===== src/rtl/env_gen.sv =====
// Bank of NUM_UNITS linear ADSR envelope generators; env_out/in_use come straight from registers, no backpressure.
// ENV_GEN_LEGATO_EN: retrigger attacks from the current level instead of restarting from zero.
module env_gen #(
  parameter int EG_WIDTH  = 8,
  parameter int NUM_UNITS = 4
) (
  input  logic                          aud_clk,
  input  logic                          aud_rst,
  input  logic [EG_WIDTH*NUM_UNITS-1:0] attack_in,
  input  logic [EG_WIDTH*NUM_UNITS-1:0] decay_in,
  input  logic [EG_WIDTH*NUM_UNITS-1:0] sustain_in,
  input  logic [EG_WIDTH*NUM_UNITS-1:0] release_in,
  input  logic [NUM_UNITS-1:0]          trigger,
  output logic [NUM_UNITS-1:0]          in_use,
  output logic [EG_WIDTH*NUM_UNITS-1:0] env_out
);

  localparam int W  = EG_WIDTH;
  localparam int AW = 2 * EG_WIDTH;

  typedef enum logic [2:0] {
    IDLE    = 3'd0,
    ATTACK  = 3'd1,
    DECAY   = 3'd2,
    SUSTAIN = 3'd3,
    RELEASE = 3'd4
  } eg_state_t;

  // Rate 0 is the fastest (2^W per clock), all-ones the slowest (1 per clock).
  function automatic logic [AW-1:0] rate_step(input logic [W-1:0] rate);
    logic [W:0] step;
    step = {1'b1, {W{1'b0}}} - {1'b0, rate};
    return {{(W-1){1'b0}}, step};
  endfunction

  for (genvar i = 0; i < NUM_UNITS; i++) begin : g_unit
    eg_state_t     state_q, state_d;
    logic [AW-1:0] acc_q, acc_d;
    logic          trig_q;
    logic          rise, fall;
    logic [AW-1:0] atk_step, dec_step, rel_step;
    logic [AW-1:0] target, retrig_acc;
    logic [AW:0]   atk_sum, dec_lim;

    assign rise     = trigger[i] & ~trig_q;
    assign fall     = ~trigger[i] & trig_q;
    assign atk_step = rate_step(attack_in[W*i +: W]);
    assign dec_step = rate_step(decay_in[W*i +: W]);
    assign rel_step = rate_step(release_in[W*i +: W]);
    assign target   = {sustain_in[W*i +: W], {W{1'b1}}};
    assign atk_sum  = {1'b0, acc_q} + {1'b0, atk_step};
    assign dec_lim  = {1'b0, target} + {1'b0, dec_step};

`ifdef ENV_GEN_LEGATO_EN
    assign retrig_acc = acc_q;
`else
    assign retrig_acc = '0;
`endif

    always_comb begin
      state_d = state_q;
      acc_d   = acc_q;
      case (state_q)
        IDLE: begin
          acc_d = '0;
          if (rise) state_d = ATTACK;
        end
        ATTACK: begin
          if (fall) begin
            state_d = RELEASE;
          end else if (atk_sum >= {1'b0, {AW{1'b1}}}) begin
            acc_d   = '1;
            state_d = DECAY;
          end else begin
            acc_d = atk_sum[AW-1:0];
          end
        end
        DECAY: begin
          if (fall) begin
            state_d = RELEASE;
          end else if (rise) begin
            state_d = ATTACK;
            acc_d   = retrig_acc;
          end else if (acc_q <= target) begin
            state_d = SUSTAIN;
          end else if ({1'b0, acc_q} <= dec_lim) begin
            // Next step would land on or below sustain: clamp instead.
            acc_d   = target;
            state_d = SUSTAIN;
          end else begin
            acc_d = acc_q - dec_step;
          end
        end
        SUSTAIN: begin
          if (fall) begin
            state_d = RELEASE;
          end else if (rise) begin
            state_d = ATTACK;
            acc_d   = retrig_acc;
          end else begin
            acc_d = target;
          end
        end
        RELEASE: begin
          if (rise) begin
            state_d = ATTACK;
            acc_d   = retrig_acc;
          end else if (acc_q < rel_step) begin
            acc_d   = '0;
            state_d = IDLE;
          end else begin
            acc_d = acc_q - rel_step;
          end
        end
        default: begin
          state_d = IDLE;
          acc_d   = '0;
        end
      endcase
    end

    always_ff @(posedge aud_clk or negedge aud_rst) begin
      if (!aud_rst) begin
        state_q <= IDLE;
        acc_q   <= '0;
        trig_q  <= 1'b0;
      end else begin
        state_q <= state_d;
        acc_q   <= acc_d;
        trig_q  <= trigger[i];
      end
    end

    assign env_out[W*i +: W] = acc_q[AW-1:W];
    assign in_use[i]         = (state_q != IDLE);
  end

endmodule


===== config.mk =====
export PLATFORM = sky130hd
export DESIGN_NAME = env_gen
export DESIGN_NICKNAME = d
export VERILOG_FILES = /design/src/rtl/env_gen.sv
export SDC_FILE = /design/constraint.sdc
export NUM_CORES = 1
export LEC_CHECK = 0
export BUFFER_PORTS_ARGS = -buffer_cell sky130_fd_sc_hd__buf_2
export CORE_MARGIN = 3
export CORE_UTILIZATION = 59
export DETAILED_ROUTE_END_ITERATION = 10
export PLACE_DENSITY = 0.8
export SKIP_LAST_GASP = 1
export SYNTH_ARGS = -nofsm -noshare
export SYNTH_HDL_FRONTEND = slang
export SYNTH_SLANG_ARGS = --single-unit

===== constraint.sdc =====
create_clock -name aud_clk -period 5.7 [get_ports aud_clk]
set_clock_uncertainty 0.2 [all_clocks]
set_input_delay 0.57 -clock aud_clk [delete_from_list [all_inputs] [get_ports aud_clk]]
set_output_delay 0.57 -clock aud_clk [all_outputs]
set_load 0.02 [all_outputs]

Word-level counts from Yosys, hierarchy flattened
Index checks and enable logic that the tools add are counted.
{"block": "totals", "reg_bits": 80}
{"block": "classes", "n_addsub": 28, "magnitude_cmp": 16, "eq_ne": 44, "mux": 88, "bitwise_logic": 16, "reduce_logical": 16}
{"op": "$mux W16", "n": 40}
{"op": "$pmux W16 S4", "n": 4}
{"op": "$add A16 B9 Y17", "n": 8}
{"op": "$sub A16 B9 Y16", "n": 8}
{"op": "$mux W3", "n": 40}
{"op": "$sub A9 B8 Y9 const A", "n": 12}
{"op": "$ge A17 B16 Y1 const B", "n": 4}
{"op": "$le A16 B17 Y1", "n": 4}
{"op": "$le A16 B16 Y1", "n": 4}
{"op": "$lt A16 B9 Y1", "n": 4}
{"op": "$pmux W3 S5", "n": 4}
{"op": "$ne A3 B3 Y1 const B", "n": 12}
{"op": "$eq A3 B2 Y1 const B", "n": 8}
{"op": "$ne A2 B2 Y1 const B", "n": 12}
{"op": "$ne A5 B5 Y1 const B", "n": 4}
{"op": "$reduce_and A4 Y1", "n": 4}
{"op": "$eq A3 B1 Y1 const B", "n": 4}
{"op": "$eq A3 B3 Y1 const B", "n": 4}
{"op": "$logic_not A3 Y1", "n": 4}
{"op": "$reduce_and A3 Y1", "n": 4}
{"op": "$reduce_bool A3 Y1", "n": 4}
{"op": "$and A1 B1 Y1", "n": 8}
{"op": "$not A1 Y1", "n": 8}

Longest topological paths before layout
{"block": "depth", "ltp_word": 8, "ltp_mapped": 23}

Least setup slack after synthesis
Ideal clock, no wire load.
{"block": "synth_path", "kind": "in2reg", "start": "input decay_in[0]", "end": "register g_unit[0].state_q[0]", "arrival_time_ps": 4965, "t_required_ps": 5376, "setup_slack_ps": 411, "stages": 19, "path_buffers": 0, "path_cell_list": "inv_1 > ha_1 > or3b_2 > xor2_1 > or3_1 > nor3_1 > nand2_1 > a21oi_1 > nor2_1 > xnor2_1 > ha_1 > nand3_1 > nor4_1 > o31ai_1 > a221oi_1 > o41ai_2 > nor4bb_1 > nor3_1 > a211o_1"}
{"block": "synth_via", "elab_chain_len": 5}
{"item": "start, declared", "line": "10", "source": "input logic [EG_WIDTH*NUM_UNITS-1:0] decay_in,"}
{"item": "$sub A9 B8 Y9", "line": "32", "source": "step = {1'b1, {W{1'b0}}} - {1'b0, rate};"}
{"item": "$add A16 B9 Y17", "line": "52", "source": "assign dec_lim = {1'b0, target} + {1'b0, dec_step};"}
{"item": "$le A16 B17 Y1", "line": "86", "source": "end else if ({1'b0, acc_q} <= dec_lim) begin"}
{"item": "$ne A5 B5 Y1 (no line)"}
{"item": "$reduce_and A3 Y1 (no line)"}
{"item": "end signal, assigned", "line": "128", "source": "state_q <= state_d;"}
{"item": "end, declared", "line": "37", "source": "eg_state_t state_q, state_d;"}
No other way between the ends.
A chain may end at the register's enable or synchronous reset.

Final worst setup path
{"block": "layout_path", "start": "input decay_in[0]", "end": "register g_unit[0].acc_q[12]"}
{"block": "layout_via", "elab_chain_len": 8, "word_cells_on_any_way": 9, "classes_between": "3 x add/sub; 1 x order compare; 5 x mux"}
{"item": "$sub A9 B8 Y9 (*)", "line": "32"}
{"item": "$add A16 B9 Y17", "line": "52"}
{"item": "$le A16 B17 Y1", "line": "86"}
{"item": "$mux W16 (*)", "line": "86"}
{"item": "$mux W16 (*)", "line": "84", "source": "end else if (acc_q <= target) begin"}
{"item": "$mux W16 (*)", "line": "81", "source": "end else if (rise) begin"}
{"item": "$mux W16 (*)", "line": "79", "source": "if (fall) begin"}
{"item": "$pmux W16 S4 (*)", "line": "63", "source": "case (state_q)"}
{"item": "end signal, assigned", "line": "125", "source": "acc_q <= '0;"}
{"item": "end signal, assigned", "line": "129", "source": "acc_q <= acc_d;"}
{"item": "end, declared", "line": "38", "source": "logic [AW-1:0] acc_q, acc_d;"}
Mark *: on every way between the ends. The rest lies on a longest branch, timed or not. The select of a mux whose other input is x is not followed.

==> tab_implementation.tex <==
\begin{tabular}{lr}
\hline
Metric & Value \\
\hline
\multicolumn{2}{l}{\textbf{Layout}} \\
\quad Layout fillers & 2529 \\
\quad Area taken by multi-input logic gates & 0.01386 mm2 \\
\quad Area added between synthesis and finish & 7.643\% \\
\quad Combined flip-flop and latch cell area & 0.002002 mm2 \\
\quad Share of post-route cells with drive strength above 1 & 10.81\% \\
\quad Number of nets in the finished design & 2750 \\
\multicolumn{2}{l}{\textbf{Setup path}} \\
\quad Dominant delay contributor by cell family on the critical path & simple AND/OR/NAND/NOR gates \\
\quad Worst path cell trace & buf\_2 > inv\_1 > ha\_1 > or3b\_2 > xor2\_1 > or3\_1 > nor3\_2 > nand2\_1 > a21oi\_1 > nor2\_1 > xnor2\_1 > ha\_1 > nand3\_1 > nor4\_2 > o31ai\_1 > a221oi\_2 > o41ai\_4 > nand3b\_1 > or3\_1 > nand4\_1 \\
\quad Worst flop-to-flop path endpoint & g\_unit[2].acc\_q[4] \\
\quad Capturing element type of the critical path & flop \\
\quad Data arrival time at the worst-slack endpoint & 5.47 ns \\
\quad R2R cell count & 11 \\
\quad R2r setup slk & 1.44 ns \\
\quad Launching element type of the critical path & primary input \\
\quad Cell at the slowest stage of the critical path & or3b\_2 \\
\quad R2r startpoint & g\_unit[2].acc\_q[1] \\
\quad Kind of critical path & in -> reg \\
\quad Largest driver fanout on the critical path & 9 \\
\quad Peak per-stage delay on the critical path & 0.49 ns \\
\quad Bufs and invs on worst path & 2 \\
\quad Required time at the endpoint of the critical path & 5.79 ns \\
\multicolumn{2}{l}{\textbf{STA}} \\
\quad Final Slew Violations & 0 \\
\quad Number of endpoints with negative hold slack in the final report & 3 \\
\quad Slew @ Worst Pin & 1.255 ns \\
\quad Setup-failing EPs final & 0 \\
\quad Top achievable clock speed & 185.6 MHz \\
\quad Final Critical Period & 5.387 ns \\
\quad Fin Hold WS & -0.01064 ns \\
\quad Final Cycle Share & 94.51\% \\
\quad Worst slew margin relative to its limit & 15.70\% \\
\multicolumn{2}{l}{\textbf{Die}} \\
\quad Top-level port count & 170 \\
\quad Core area & 0.02801 mm2 \\
\quad Overall die height & 175.2 um \\
\quad Chip Width & 175.2 um \\
\quad Count of standard-cell rows & 61 \\
\quad Area enclosed by the die boundary & 0.03070 mm2 \\
\quad Initial standard-cell utilization of the core & 60.32\% \\
\multicolumn{2}{l}{\textbf{Yosys}} \\
\quad Post-synthesis mux area share & 0.8369\% \\
\quad Post-synthesis xor/xnor area fraction & 12.23\% \\
\quad Synthesized netlist net count & 2653 \\
\quad Warning count from the yosys run & 0 \\
\quad Post-synth cell types & 94 \\
\quad Combinational family with the most area after synthesis & compound AO/OA/AOI/OAI gates \\
\quad Fraction of post-synthesis cell area in the top cell type by area & 16.44\% \\
\quad Number of synthesized flops with an enable pin & 0 \\
\quad Adder-cell share of the synthesized area & 18.28\% \\
\quad Share of async-settable or async-resettable flops after synthesis & 100.0\% \\
\quad Flip-flop and latch count after synthesis & 80 \\
\quad Largest cells by area after synthesis & ha\_1 16\%, dfrtp\_1 12\%, xnor2\_1 8.1\% \\
\quad Average cell area after synthesis & 7.394 um2 \\
\quad Share of the synthesized area in compound gates (AO/OA/AOI/OAI) & 26.43\% \\
\quad Cell type contributing the most total cell area after synthesis & ha\_1 \\
\quad Top\_reg\_cell synth & dfrtp\_1 \\
\quad Post-Syn Area & 0.01689 mm2 \\
\quad Portion of the post-synthesis area used by sequential elements & 11.85\% \\
\quad Number of instances in the synthesized netlist & 2285 \\
\quad Simple-gate share of the synthesized area & 24.02\% \\
\multicolumn{2}{l}{\textbf{Min path}} \\
\quad Path category of the worst min-delay check & in -> async \\
\multicolumn{2}{l}{\textbf{Route}} \\
\quad DR top layer & met4 \\
\quad Total Routed Length & 52.95 mm \\
\quad Met2 WL post-DR & 24.67 mm \\
\quad WL/cell & 19.15 um \\
\quad Wl on met1 & 22.54 mm \\
\quad Count of routing violations after the opening detailed-route iteration & 1440 \\
\quad Vias post-DR & 18270 \\
\quad Met3 wirelength from detailed routing & 3.753 mm \\
\quad Number of iterations in the first detailed-routing pass & 5 \\
\quad Detailed-route DRC error count & 0 \\
\quad Vias per Instance & 6.607 \\
\quad DRT antenna net count & 0 \\
\multicolumn{2}{l}{\textbf{GRT}} \\
\quad All-layer global routing usage & 33.31\% \\
\quad Via count of the first global-routing pass & 17450 \\
\quad Gr ovfl total & 0 \\
\quad First-pass GRT wire length & 85.97 mm \\
\quad Initial antenna violation count & 1 \\
\quad Pin count of the biggest net entering global routing & 43 \\
\multicolumn{2}{l}{\textbf{Clocking}} \\
\quad Clock slew at the register clock pins of the worst setup and hold paths & 0.07 ns \\
\quad Clock network latency to the later pin of the worst-skew pair & 0.36 ns \\
\quad Setup Buffers After CTS & 0 \\
\quad Number of buffers on the longest clock path & 2 \\
\quad Clk sink count & 80 \\
\quad Inserted Clock Buffers & 9 \\
\quad Maximum level of the CTS H-tree & 3 \\
\quad TritonCTS clock tree & built \\
\quad Post-cts gate resize count & 0 \\
\quad Hold buffer count at CTS & 0 \\
\quad Clock root buffer & clkbuf\_16 \\
\multicolumn{2}{l}{\textbf{Placement}} \\
\quad Port bufs & 169 \\
\quad Routability cong. & 0.9858 \\
\quad HPWL Detailed & 42.13 mm \\
\multicolumn{2}{l}{\textbf{Run status}} \\
\quad Result of the run & complete, but fails checks \\
\quad Violations in the final reports & hold timing \\
\multicolumn{2}{l}{\textbf{Pwr}} \\
\quad Overall Power & 5.949 mW \\
\quad Standby leakage power & 8.124 nW \\
\quad Total power density per cell area & 327.1 mW/mm2 \\
\quad Worst ir drop on vdd & 0.0001766 V \\
\multicolumn{2}{l}{\textbf{Job}} \\
\quad Total of max-cap violations & 0 \\
\hline
\end{tabular}
-- sequential cells by signal, indices dropped and copies added, names as in the netlist --
name,cells
g_unit.acc_q,64
g_unit.state_q,12
g_unit.trig_q,4
-- how the worst max path moves through the flow --
stage                            from              endpoint  slack, ns  depth (start not counted)
after floorplan           decay_in[0]  g_unit[0].state_q[0]       0.41                         19
after global placement    decay_in[0]   g_unit[0].acc_q[12]       0.13                         20
after global routing      decay_in[0]    g_unit[0].acc_q[3]      -0.04                         21
after detailed placement  decay_in[0]   g_unit[0].acc_q[12]      -0.07                         20
after CTS                 decay_in[0]   g_unit[0].acc_q[12]       0.31                         20
final                     decay_in[0]   g_unit[0].acc_q[12]       0.31                         20
-- placed cells by master (no fill, tap or decap), types with 29 or more instances in the layout --
cell type and count:
a21oi_1 169, nand2b_1 35, nand4_1 44, buf_2 168
xor2_1 78, inv_1 140, nand3_1 68, o21ai_0 143
nor3_1 83, a21o_1 29, ha_1 222, xnor2_1 156
or3_1 41, nand2_1 164, a211oi_1 36, dfrtp_1 80
o211ai_1 35, nor2_1 190, nor4_1 37
-- through the flow --
step / instance area (um2) / util [%] / TNS, ns / cells / setup WS [ns]
after floorplan: 16900 / - / 0 / 2285 / 0.4108
after CTS: 18150 / 64.81 / 0 / 2764 / 0.3072
final: 18190 / 64.93 / 0 / 2765 / 0.3132
after detailed placement: 17860 / 63.76 / -0.2119 / 2749 / -0.06749
after global routing: 18190 / 64.93 / -0.06292 / 2765 / -0.03723
after global placement: 17860 / 63.76 / 0 / 2749 / 0.1275
-- synthesized netlist by cell type, types with 11 or more instances --
| cell | count |
|---|---|
| o22ai_1 | 12 |
| and3_1 | 14 |
| nand3b_1 | 11 |
| a31oi_1 | 22 |
| xnor2_1 | 156 |
| o21ai_0 | 144 |
| buf_4 | 34 |
| xor2_1 | 78 |
| o31a_1 | 16 |
| nor2_1 | 190 |
| a2111oi_0 | 11 |
| nor3_1 | 84 |
| nand2b_1 | 35 |
| a211oi_1 | 36 |
| ha_1 | 222 |
| o211ai_1 | 35 |
| inv_1 | 140 |
| and2_1 | 16 |
| nand2_1 | 164 |
| mux2i_1 | 13 |
| clkbuf_1 | 66 |
| dfrtp_1 | 80 |
| a21o_1 | 29 |
| or2_2 | 15 |
| a21oi_1 | 169 |
| or3_1 | 41 |
| nor4_1 | 39 |
| a22o_1 | 12 |
| o31ai_1 | 19 |
| fa_1 | 12 |
| nor2b_1 | 19 |
| nand4_1 | 44 |
| or4_1 | 16 |
| o21a_1 | 25 |
| nand3_1 | 68 |
| nor3b_1 | 12 |
| o2111ai_1 | 17 |
-- final cells by class --
cell class              count  area share, %
clock inverters             5         0.3096
diodes                      1        0.01376
repair buffers            193          5.655
flip-flops and latches     80          11.01
clock buffers              10          1.314
well taps                 378          2.601
multi-input cells        1958          76.21
inverters                 140          2.890
-- kinds of logic (layout without fill, tap and decap cells) --
family	Yosys count	count (layout)
compound gates	670	670
buf+inv	247	348
simple gates	798	798
mux	14	14
other cells	0	1
fa+ha+maj	241	241
flops	80	80
xor+xnor	235	235
-- routing by layer --
layer	vias up	track usage [%]
met1	8587	43.68
li1	8667	-
met5	-	0
met3	160	4.172
met2	853	55.88
met4	0	12.77
-- power by group --
| group | total, mW | internal (mW) | switching [mW] |
|---|---|---|---|
| registers | 1.19 | 0.707 | 0.481 |
| clock network | 0.619 | 0.350 | 0.269 |
| logic | 4.14 | 1.70 | 2.44 |
(Power assumes the default switching activity.)
